===== src/rtl/avl2ahb.sv =====
// avl2ahb: Avalon-MM slave to AHB-Lite master bridge.
// Carries one single read or write at a time from an Avalon initiator onto
// the AHB fabric. avl_waitrequest holds the initiator until the AHB data
// phase has finished.
//
// Ports:
//   clk, rst           clock, synchronous active-high reset
//   avl_chipselect     Avalon select
//   avl_address        Avalon word address (AVL_AW bits)
//   avl_read_n         read strobe, active-low
//   avl_write_n        write strobe, active-low
//   avl_byteenable     byte lanes, bit i = data[8i+7:8i]
//   avl_writedata      write data
//   avl_readdata       read data, valid while avl_waitrequest = 0
//   avl_waitrequest    stall, low for exactly one cycle per request
//   HADDR/HTRANS/HWRITE/HSIZE/HBURST/HWDATA   AHB-Lite master outputs
//   HREADY/HRDATA/HRESP                       AHB-Lite master inputs
//   err_sticky         set on AHB ERROR or an illegal request
//   err_clr            clears err_sticky (a same-cycle set wins)
//   dbg_state          current FSM state (0 IDLE, 1 ADDR, 2 DATA, 3 DONE)
//
// Handshake: a request is chipselect with either strobe low. The request
// must stay asserted until the cycle in which avl_waitrequest = 0. That
// cycle completes it and the request is not sampled again.
module avl2ahb #(
    parameter int          AVL_AW     = 16,
    parameter logic [31:0] HADDR_BASE = 32'h0000_0000
) (
    input  logic              clk,
    input  logic              rst,
    input  logic              avl_chipselect,
    input  logic [AVL_AW-1:0] avl_address,
    input  logic              avl_read_n,
    input  logic              avl_write_n,
    input  logic [3:0]        avl_byteenable,
    input  logic [31:0]       avl_writedata,
    output logic [31:0]       avl_readdata,
    output logic              avl_waitrequest,
    output logic [31:0]       HADDR,
    output logic [1:0]        HTRANS,
    output logic              HWRITE,
    output logic [2:0]        HSIZE,
    output logic [2:0]        HBURST,
    output logic [31:0]       HWDATA,
    input  logic              HREADY,
    input  logic [31:0]       HRDATA,
    input  logic              HRESP,
    output logic              err_sticky,
    input  logic              err_clr,
    output logic [1:0]        dbg_state
);

    typedef enum logic [1:0] {
        S_IDLE = 2'd0,
        S_ADDR = 2'd1,
        S_DATA = 2'd2,
        S_DONE = 2'd3
    } state_t;

    state_t state, state_nxt;

    logic        req;
    logic        legal_req;
    logic        be_legal;
    logic [1:0]  be_off;
    logic [2:0]  be_size;
    logic [31:0] word_addr;
    logic        accept;
    logic        reject;
    logic        data_done;

    assign HBURST    = 3'b000;
    assign dbg_state = state;

    assign req       = avl_chipselect & (~avl_read_n | ~avl_write_n);
    assign legal_req = be_legal & ~(~avl_read_n & ~avl_write_n);

    // Big-endian lanes: lane 3 holds byte offset 0.
    always_comb begin
        be_legal = 1'b1;
        be_off   = 2'd0;
        be_size  = 3'd2;
        case (avl_byteenable)
            4'b1111: begin be_off = 2'd0; be_size = 3'd2; end
            4'b1100: begin be_off = 2'd0; be_size = 3'd1; end
            4'b0011: begin be_off = 2'd2; be_size = 3'd1; end
            4'b1000: begin be_off = 2'd0; be_size = 3'd0; end
            4'b0100: begin be_off = 2'd1; be_size = 3'd0; end
            4'b0010: begin be_off = 2'd2; be_size = 3'd0; end
            4'b0001: begin be_off = 2'd3; be_size = 3'd0; end
            default: be_legal = 1'b0;
        endcase
    end

    always_comb begin
        word_addr                = '0;
        word_addr[AVL_AW+1:2]    = avl_address;
    end

    always_comb begin
        state_nxt       = state;
        accept          = 1'b0;
        reject          = 1'b0;
        data_done       = 1'b0;
        HTRANS          = 2'b00;
        avl_waitrequest = 1'b1;
        case (state)
            S_IDLE: begin
                if (req) begin
                    if (legal_req) begin
                        accept    = 1'b1;
                        state_nxt = S_ADDR;
                    end else begin
                        // Illegal request: complete at once without touching AHB.
                        reject    = 1'b1;
                        state_nxt = S_DONE;
                    end
                end
            end
            S_ADDR: begin
                HTRANS = 2'b10;
                if (HREADY) state_nxt = S_DATA;
            end
            S_DATA: begin
                // First ERROR cycle arrives with HREADY = 0, so it simply waits.
                if (HREADY) begin
                    data_done = 1'b1;
                    state_nxt = S_DONE;
                end
            end
            S_DONE: begin
                avl_waitrequest = 1'b0;
                state_nxt       = S_IDLE;
            end
            default: state_nxt = S_IDLE;
        endcase
    end

    always_ff @(posedge clk) begin
        if (rst) begin
            state        <= S_IDLE;
            HADDR        <= '0;
            HWRITE       <= 1'b0;
            HSIZE        <= 3'd2;
            HWDATA       <= '0;
            avl_readdata <= '0;
            err_sticky   <= 1'b0;
        end else begin
            state <= state_nxt;
            // Address-phase signals are captured once and held through
            // ADDR and DATA, so HREADY stalls cannot disturb them.
            if (accept) begin
                HADDR  <= HADDR_BASE | word_addr | {30'd0, be_off};
                HWRITE <= ~avl_write_n;
                HSIZE  <= be_size;
                HWDATA <= avl_writedata;
            end
            if (reject) avl_readdata <= '0;
            else if (data_done && !HWRITE) avl_readdata <= HRDATA;
            if (reject || (data_done && HRESP)) err_sticky <= 1'b1;
            else if (err_clr) err_sticky <= 1'b0;
        end
    end

endmodule


===== config.mk =====
export PLATFORM = sky130hd
export DESIGN_NAME = avl2ahb
export DESIGN_NICKNAME = d
export VERILOG_FILES = /design/src/rtl/avl2ahb.sv
export SDC_FILE = /design/constraint.sdc
export NUM_CORES = 1
export LEC_CHECK = 0
export ABC_CLOCK_PERIOD_IN_PS = 1970
export CAP_MARGIN = 20
export CORE_ASPECT_RATIO = 1.4
export CORE_UTILIZATION = 25
export DETAILED_ROUTE_END_ITERATION = 7
export GPL_TIMING_DRIVEN = 0
export PLACE_DENSITY = 0.57
export REMOVE_ABC_BUFFERS = 1
export SYNTH_ARGS = -nofsm -noshare
export SYNTH_HDL_FRONTEND = slang
export SYNTH_SLANG_ARGS = --single-unit

===== constraint.sdc =====
create_clock -name clk -period 1.97 [get_ports clk]
set_input_delay 0.4925 -clock clk [delete_from_list [all_inputs] [get_ports clk]]
set_output_delay 0.4925 -clock clk [all_outputs]
set_load 0.02 [all_outputs]

## Word-level counts from Yosys, hierarchy flattened

Cells that the tools add are included.

| cells by class | value |
|---|---|
| reductions and logical operators | 12 |
| equal/unequal tests | 13 |
| muxes and demuxes | 20 |
| bitwise logic cells | 8 |

Operators with widths:

| kind | count |
|---|---|
| $or A18 B2 Y18 | 1 |
| $eq A4 B4 Y1 const B | 3 |
| $mux W1 | 12 |
| $mux W2 | 5 |
| $eq A4 B2 Y1 const B | 2 |
| $pmux W2 S4 | 1 |
| $reduce_or A7 Y1 | 1 |
| $ne A2 B2 Y1 const B | 3 |
| $pmux W2 S3 | 1 |
| $reduce_or A2 Y1 | 3 |
| $eq A2 B2 Y1 const B | 2 |
| $eq A4 B1 Y1 const B | 1 |
| $eq A4 B3 Y1 const B | 1 |
| $pmux W2 S2 | 1 |
| $reduce_or A4 Y1 | 1 |
| $and A1 B1 Y1 | 3 |
| $not A1 Y1 | 3 |
| $reduce_and A3 Y1 | 1 |
| $eq A2 B1 Y1 const B | 1 |
| $logic_and A1 B1 Y1 | 2 |
| $logic_not A2 Y1 | 1 |
| $reduce_bool A2 Y1 | 1 |
| $logic_not A1 Y1 | 1 |
| $logic_or A1 B1 Y1 | 1 |
| $or A1 B1 Y1 | 1 |

| word-level totals | value |
|---|---|
| register bits after elaboration | 103 |
| logic and storage cells | 60 |
| input bits | 92 |

## Logic depth before layout (Yosys ltp)

Gate-level depths: netlist (run 1).

| depth | value |
|---|---|
| word-level depth | 9 |
| depth in mapped cells | 9 |
| gate-level depth less buffers | 7 |

## Worst setup path before layout (run 1)

Ideal clock, no wire load.

| path | value |
|---|---|
| kind | input -> register |
| from | input avl_byteenable[2] |
| to | register HSIZE[1] |
| cell stages on the path | 6 |
| setup slack | 0.248 ns |
| data arrival time | 1.602 ns |
| setup time | 0.120 ns |
| cell sequence | and3_1 -> o21a_1 -> o31a_1 -> buf_6 -> buf_6 -> a211o_1 |

| between the ends | value |
|---|---|
| word-level cells in the longest chain between the ends | 7 |

Ends and longest elaborated chain:

| what | RTL line | source |
|---|---|---|
| start, declared | 35 | `input logic [3:0] avl_byteenable,` |
| $eq A4 B1 Y1 (tied with other cells) | 83 | `case (avl_byteenable)` |
| $reduce_or A7 Y1 (no line) | - |  |
| $mux W1 | 83 |  |
| $and A1 B1 Y1 | 76 | `assign legal_req = be_legal & ~(~avl_read_n & ~avl_write_n);` |
| $mux W1 | 110 | `if (legal_req) begin` |
| $mux W1 | 109 | `if (req) begin` |
| $mux W1 | 107 | `case (state)` |
| end signal, assigned | 155 | `HSIZE <= be_size;` |
| end, declared | 42 | `output logic [2:0] HSIZE,` |

Several ways; a longest one is shown, not always the timed one.
A chain may end at the register's enable or synchronous reset.

## Worst setup path after layout (run 1)

| path | value |
|---|---|
| from | input avl_byteenable[1] |
| to | register HSIZE[1] |

The elaborated chain is that of the path after synthesis.

==> results of run 1 <==
==> power groups by stage <==
stage	Combinational [W]	Clock (W)	Sequential, W
floorplan	0.000557	0	0.00224
global placement	0.00139	0	0.00205
detailed placement	0.00144	0	0.00206
CTS	0.00144	0.00193	0.00202
global route	0.00161	0.00201	0.00204
finish	0.00148	0.00186	0.00202
==> through the flow <==
step,area [sq um],worst slack (ns),power [W],hold slack (ns)
6_report,5810,0.0612,0.00536,0.456
4_1_cts,5700,0.0124,0.00540,0.457
2_1_floorplan,3240,-1.36,0.00279,0.535
5_1_grt,5810,0.0000617,0.00566,0.480
3_3_place_gp,5280,-2.62,0.00345,0.442
3_5_place_dp,5360,-0.961,0.00350,0.448
==> Yosys cell counts (all sizes together), types with 2 or more instances <==
library cell,instances
a211o,2
a211oi,2
a21oi,35
a32oi,2
buf,28
clkbuf,13
dfxtp,88
ha,4
inv,4
mux2i,50
nand2,68
nor2,62
nor3,8
xnor2,2
==> worst max path at each step <==
stage	start	depth (start not counted)	slack (ns)	endpoint
floorplan	dbg_state[0]	7	-1.36	HSIZE[1]
global placement	avl_byteenable[3]	6	-2.62	HWDATA[0]
detailed placement	avl_byteenable[3]	6	-0.96	avl_readdata[30]
CTS	dbg_state[0]	9	0.01	HWDATA[0]
global route	dbg_state[0]	1	0.00006	dbg_state[0]
finish	avl_byteenable[1]	6	0.06	HSIZE[1]
==> layout make-up <==
type / instances / share of cell area [%]
Sequential cell: 88 / 30.3
Inverter: 4 / 0.259
Timing Repair Buffer: 191 / 34.2
Clock inverter: 7 / 1.72
Multi-Input combinational cell: 263 / 25.6
Tap cell: 182 / 3.92
Clock buffer: 9 / 3.88
==> cell families (layout without fill, tap and decap cells) <==
logic type / after synthesis / in the layout / share of synthesized area (%)
other: 1 / 19 / 0.109
AO/OA/AOI/OAI: 44 / 44 / 7.30
adder cells (fa/ha/maj): 4 / 4 / 1.45
buffers and inverters: 45 / 211 / 8.39
AND/OR/NAND/NOR: 144 / 144 / 16.6
XOR/XNOR: 2 / 2 / 0.509
flip-flops: 88 / 88 / 51.1
multiplexers: 50 / 50 / 14.5
==> worst min-delay path: cells and delay by family, from the launching register on <==
family             cells  cell delay, ns
and+or+nand+nor        1            0.05
DFF                    1            0.31
AOI/OAI and AO/OA      1            0.05
==> state kept, by name, indices dropped and copies added (netlist names) <==
| register | flops |
|---|---|
| HADDR | 18 |
| HSIZE | 2 |
| HWDATA | 32 |
| HWRITE | 1 |
| avl_readdata | 32 |
| dbg_state | 2 |
| err_sticky | 1 |
==> routing by layer <==
| metal | track usage (%) | vias up | share of wire [%] |
|---|---|---|---|
| li1 | - | 1559 | - |
| met1 | 14.7 | 1415 | 41 |
| met2 | 22.3 | 154 | 47 |
| met3 | 4.86 | 9 | 11 |
| met4 | 5.72 | 0 | 1.3 |
| met5 | 0 | - | 0 |
==> repair_timing <==
item / CTS / global route
endpoints found under the hold margin: 0 / 0
resized for setup: 9 / 4
setup buffers: 1 / 3
pin swaps: 1 / 0
setup endpoints to repair: 78 / 26
cloned: 0 / 2
hold buffers: 0 / 0
==> results.json, run 1 <==
{
  "crit_path_start_kind": "input pin",
  "mostFrequentLayoutCell": "clkdlybuf4s50_1",
  "dp_hpwl_microns": 6780,
  "yosys-top-cells-area": "dfxtp_1, mux2i_1, nand2_1, nor2_1, a21oi_1",
  "fmax_ghz": 0.524,
  "rsz0062_at_grt": "false",
  "relSlewSlack_pct": 63.7,
  "p_int_w": 0.00377,
  "pin_count": 201,
  "r2r_cells": 9,
  "antenna_found_initial": 0,
  "finalSetupTns_ns": 0,
  "synth.top_cell.area_share_pct": 51.1,
  "diodes": 0,
  "drv_slew": 0,
  "final-instance-count-excl-fill": 744,
  "wl_per_cell_microns": 12.9,
  "powerDensity_nw_per_um2": 924,
  "cp.arrival_ns": 2.13,
  "yosysUniqueCellTypes": 28,
  "leakagePower_nw": 2.07,
  "synth_edf_count": 0,
  "min_to": "avl_readdata[16]",
  "holdPathStages": 2,
  "synth_top_area_cell": "dfxtp_1",
  "clock_sinks": 88,
  "swShare_pct": 29.7,
  "die_h_microns": 141,
  "cts_tree": "yes",
  "vias": 3137,
  "gp_congestion": 0.727,
  "syn_inst": 378,
  "cp_slowest_cell": "clkdlybuf4s50_1",
  "final.setup_skew_ns": 0.00519,
  "final_cell_mix": "clkdlybuf4s50_1, dfxtp_1, nand2_1",
  "setup_viol": 0,
  "nets": 653,
  "path_buf_inv": 3,
  "rows": 50,
  "grt_pass1_wl_microns": 14700,
  "cp-end-kind": "flip-flop",
  "grt_pass1_vias": 3026,
  "drt-total-wl_microns": 9590,
  "slowest_delay_ns": 0.50,
  "fin_crit_ns": 1.91,
  "status": "complete, no violations",
  "pwr-share-clk_pct": 34.7,
  "grtUsageTotal_pct": 13.2,
  "fillers": 1340,
  "grt_max_degree": 41,
  "cp_top_family": "buffers and inverters",
  "io_buffers": 181,
  "clockBufferDepth": 2,
  "final_core_util_pct": 43.4,
  "synth-seq-cells": 88,
  "r2r-start": "dbg_state[0]",
  "worstMarginPinSlew_ns": 0.543,
  "die_x_microns": 101,
  "drt-initial-drc-count": 83,
  "worstHoldPathType": "flip-flop to flip-flop",
  "hold_viol": 0,
  "clkTransAtPathRegs_ns": 0.06,
  "path_cells": "clkdlybuf4s50_1 > o21a_1 > o31a_2 > buf_4 > clkbuf_16 > a211o_1",
  "ys_async_sr_fraction_pct": 0,
  "syn2layout_area_growth_pct": 68.5,
  "fin_crit_sh_pct": 96.9,
  "h-tree-depth": 3,
  "firstDrtPassIters": 4,
  "seq_power_share_pct": 37.7,
  "power.switching_w": 0.00159,
  "syn_avg_cell_area_sq_um": 9.11,
  "drive_gt1_share_pct": 6.41,
  "place_inst": 722,
  "critical_path_required_ns": 2.19,
  "detail-route-antenna-nets": 0,
  "synthFlopType": "dfxtp_1",
  "synth.yosys.seq_area_share_pct": 51.1,
  "multiInputGateArea_sq_um": 1490,
  "comb_power_share_pct": 27.6,
  "via_per_inst": 4.22,
  "cts_buffers": 9,
  "regArea_sq_um": 1760,
  "initial_utilization_pct": 25.7,
  "drc_errors": 0,
  "r2r-end": "HWDATA[25]",
  "overflow": 0,
  "criticalPathCategory": "input pin to flip-flop",
  "dieArea_sq_um": 14300,
  "yosys_warnings": 0,
  "drv_cap": 0,
  "hp-start": "avl_readdata[16]",
  "core_area_sq_um": 13400,
  "peakVddDrop_mv": 0.442,
  "clock_latency_ns": 0.33,
  "synthesis.area_sq_um": 3440,
  "path_max_fanout": 13,
  "clock-root-buffer": "clkbuf_16",
  "ff2ff_setup_slack_ns": 0.19
}
(Power assumes the default switching activity.)
==> inputs of run 2 (changes only) <==
--- a/config.mk
+++ b/config.mk
@@ -8,10 +8,10 @@
 export ABC_CLOCK_PERIOD_IN_PS = 1970
 export CAP_MARGIN = 20
 export CORE_ASPECT_RATIO = 1.4
-export CORE_UTILIZATION = 25
+export CORE_UTILIZATION = 38
 export DETAILED_ROUTE_END_ITERATION = 7
 export GPL_TIMING_DRIVEN = 0
-export PLACE_DENSITY = 0.57
+export PLACE_DENSITY = 0.81
 export REMOVE_ABC_BUFFERS = 1
 export SYNTH_ARGS = -nofsm -noshare
 export SYNTH_HDL_FRONTEND = slang
==> results.json, run 2 (same netlist as run 1, synthesis figures left out) <==
{
  "path_cells": "clkdlybuf4s50_1 > nor3_2 > o31a_4 > buf_12 > nor2b_1 > a211o_1",
  "peakVddDrop_mv": 0.662,
  "hold_buffers": 0,
  "grt_max_degree": 48,
  "clock-root-buffer": "clkbuf_16",
  "antenna_found_initial": 0,
  "drive_gt1_share_pct": 5.73,
  "worstMarginPinSlew_ns": 0.524,
  "critical_path_required_ns": 2.19,
  "cp-end-kind": "flip-flop",
  "drc_errors": 0,
  "status": "complete, no violations",
  "total_power_w": 0.00530,
  "syn2layout_area_growth_pct": 64.0,
  "final_area_sq_um": 5650,
  "leakagePower_nw": 2.05,
  "fin_crit_ns": 1.94,
  "dp_hpwl_microns": 6440,
  "via_per_inst": 4.79,
  "drv_slew": 0,
  "grtUsageTotal_pct": 18.8,
  "cp_top_family": "buffers and inverters",
  "clockBufferDepth": 2,
  "gp_congestion": 0.765,
  "fillers": 668,
  "setup_viol": 0,
  "r2r_cells": 8,
  "cts_buffers": 9,
  "die_h_microns": 115,
  "clock_sinks": 88,
  "worstHoldPathType": "flip-flop to flip-flop",
  "dieArea_sq_um": 9450,
  "pin_count": 201,
  "diodes": 0,
  "clkTransAtPathRegs_ns": 0.06,
  "cp_slowest_cell": "clkdlybuf4s50_1",
  "detail-route-antenna-nets": 0,
  "cts_tree": "yes",
  "final_cell_mix": "clkdlybuf4s50_1, dfxtp_1, nand2_1",
  "holdPathStages": 2,
  "grt_pass1_vias": 3145,
  "placed_cell_area_sq_um": 5260,
  "vias": 3176,
  "grt_pass1_wl_microns": 13600,
  "path_buf_inv": 2,
  "r2r-start": "dbg_state[0]",
  "core_area_sq_um": 8710,
  "powerDensity_nw_per_um2": 937,
  "drv_cap": 0,
  "hp-start": "avl_readdata[24]",
  "fin_crit_sh_pct": 98.4,
  "mostFrequentLayoutCell": "clkdlybuf4s50_1",
  "relSlewSlack_pct": 64.8,
  "crit_path_start_kind": "input pin",
  "drt-total-wl_microns": 8970,
  "rows": 40,
  "fmax_ghz": 0.516,
  "drt-initial-drc-count": 85,
  "hold_viol": 0,
  "ff2ff_setup_slack_ns": 0.18,
  "nets": 649,
  "rsz0062_at_grt": "false",
  "path_max_fanout": 24,
  "initial_utilization_pct": 39.6,
  "r2r-end": "HSIZE[1]",
  "h-tree-depth": 3,
  "wl_per_cell_microns": 13.5,
  "io_buffers": 181,
  "criticalPathCategory": "input pin to flip-flop",
  "cp.arrival_ns": 2.16,
  "slowest_delay_ns": 0.51,
  "holdWs_ns": 0.452,
  "die_x_microns": 82.5,
  "largestRegisters": "HWDATA (32), avl_readdata (32), HADDR (18)",
  "clock_latency_ns": 0.33,
  "min_to": "avl_readdata[24]",
  "firstDrtPassIters": 4,
  "final.setup_skew_ns": 0.00570,
  "overflow": 0
}
==> run 2: cell count changes in the layout (fill, tap and decap cells not counted), sizes merged <==
cell and delta:
a211o +1, clkinv +1, buf -3, clkdlybuf4s50 +1
inv -3, dlymetal6s2s +2, dlygate4sd2 -3
==> run 2: area by class of cell <==
cell class	count	area [sq um]	share of cell area [%]
inverter	4	15.0	0.266
clock buffer	11	253	4.47
multi-input combinational	264	1520	26.9
tap	105	131	2.33
sequential	88	1760	31.2
timing repair buffer	186	1890	33.5
clock inverter	5	78.8	1.40
==> run 2: report_power, final <==
group / internal [W] / switching (W) / leakage, nW / total (W)
clock: 0.00118 / 0.000661 / 0.165 / 0.00184
sequential: 0.00193 / 0.0000942 / 0.713 / 0.00203
combinational: 0.000679 / 0.000754 / 1.17 / 0.00143
total: 0.00379 / 0.00151 / 2.05 / 0.00530
==> run 2: worst max path at each step <==
stage / end / from / cells after the start / slack [ns]
6_report: HSIZE[1] / avl_byteenable[1] / 6 / 0.03
5_1_grt: HSIZE[1] / avl_byteenable[1] / 6 / 0.003
4_1_cts: HWDATA[4] / avl_byteenable[3] / 7 / 0.02
3_5_place_dp: avl_readdata[17] / avl_byteenable[2] / 6 / -0.85
3_3_place_gp: HWDATA[7] / avl_byteenable[2] / 6 / -2.51
2_1_floorplan: HSIZE[1] / dbg_state[0] / 7 / -1.36
==> run 2: metal layers <==
metal	part of all wire (%)	up-vias	global-route usage [%]
li1	-	1553	-
met1	36	1463	16.9
met2	51	148	35.4
met3	12	12	8.53
met4	1.2	0	6.43
met5	0	-	0
==> run 2: worst min-delay path: stages (launching register included) <==
cell	delay (ns)
dfxtp_1	0.30
nand2_1	0.05
a21oi_1	0.05
==> run 2: metrics by stage <==
| stage | utilization, % | setup slack (ns) | setup TNS [ns] | cells |
|---|---|---|---|---|
| after floorplan | - | -1.36 | -73.75 | 355 |
| after global placement | 59.5 | -2.51 | -184.02 | 641 |
| after detailed placement | 60.3 | -0.854 | -53.69 | 645 |
| after CTS | 64.7 | 0.0160 | 0 | 663 |
| after global routing | 64.9 | 0.00318 | 0 | 663 |
| final | 64.9 | 0.0306 | 0 | 663 |
==> run 2: repair_timing <==
item	in CTS	in global routing
cloned	1	0
buffers inserted	1	0
endpoints found under the setup margin	79	86
pin swaps	2	0
resized for setup	9	5
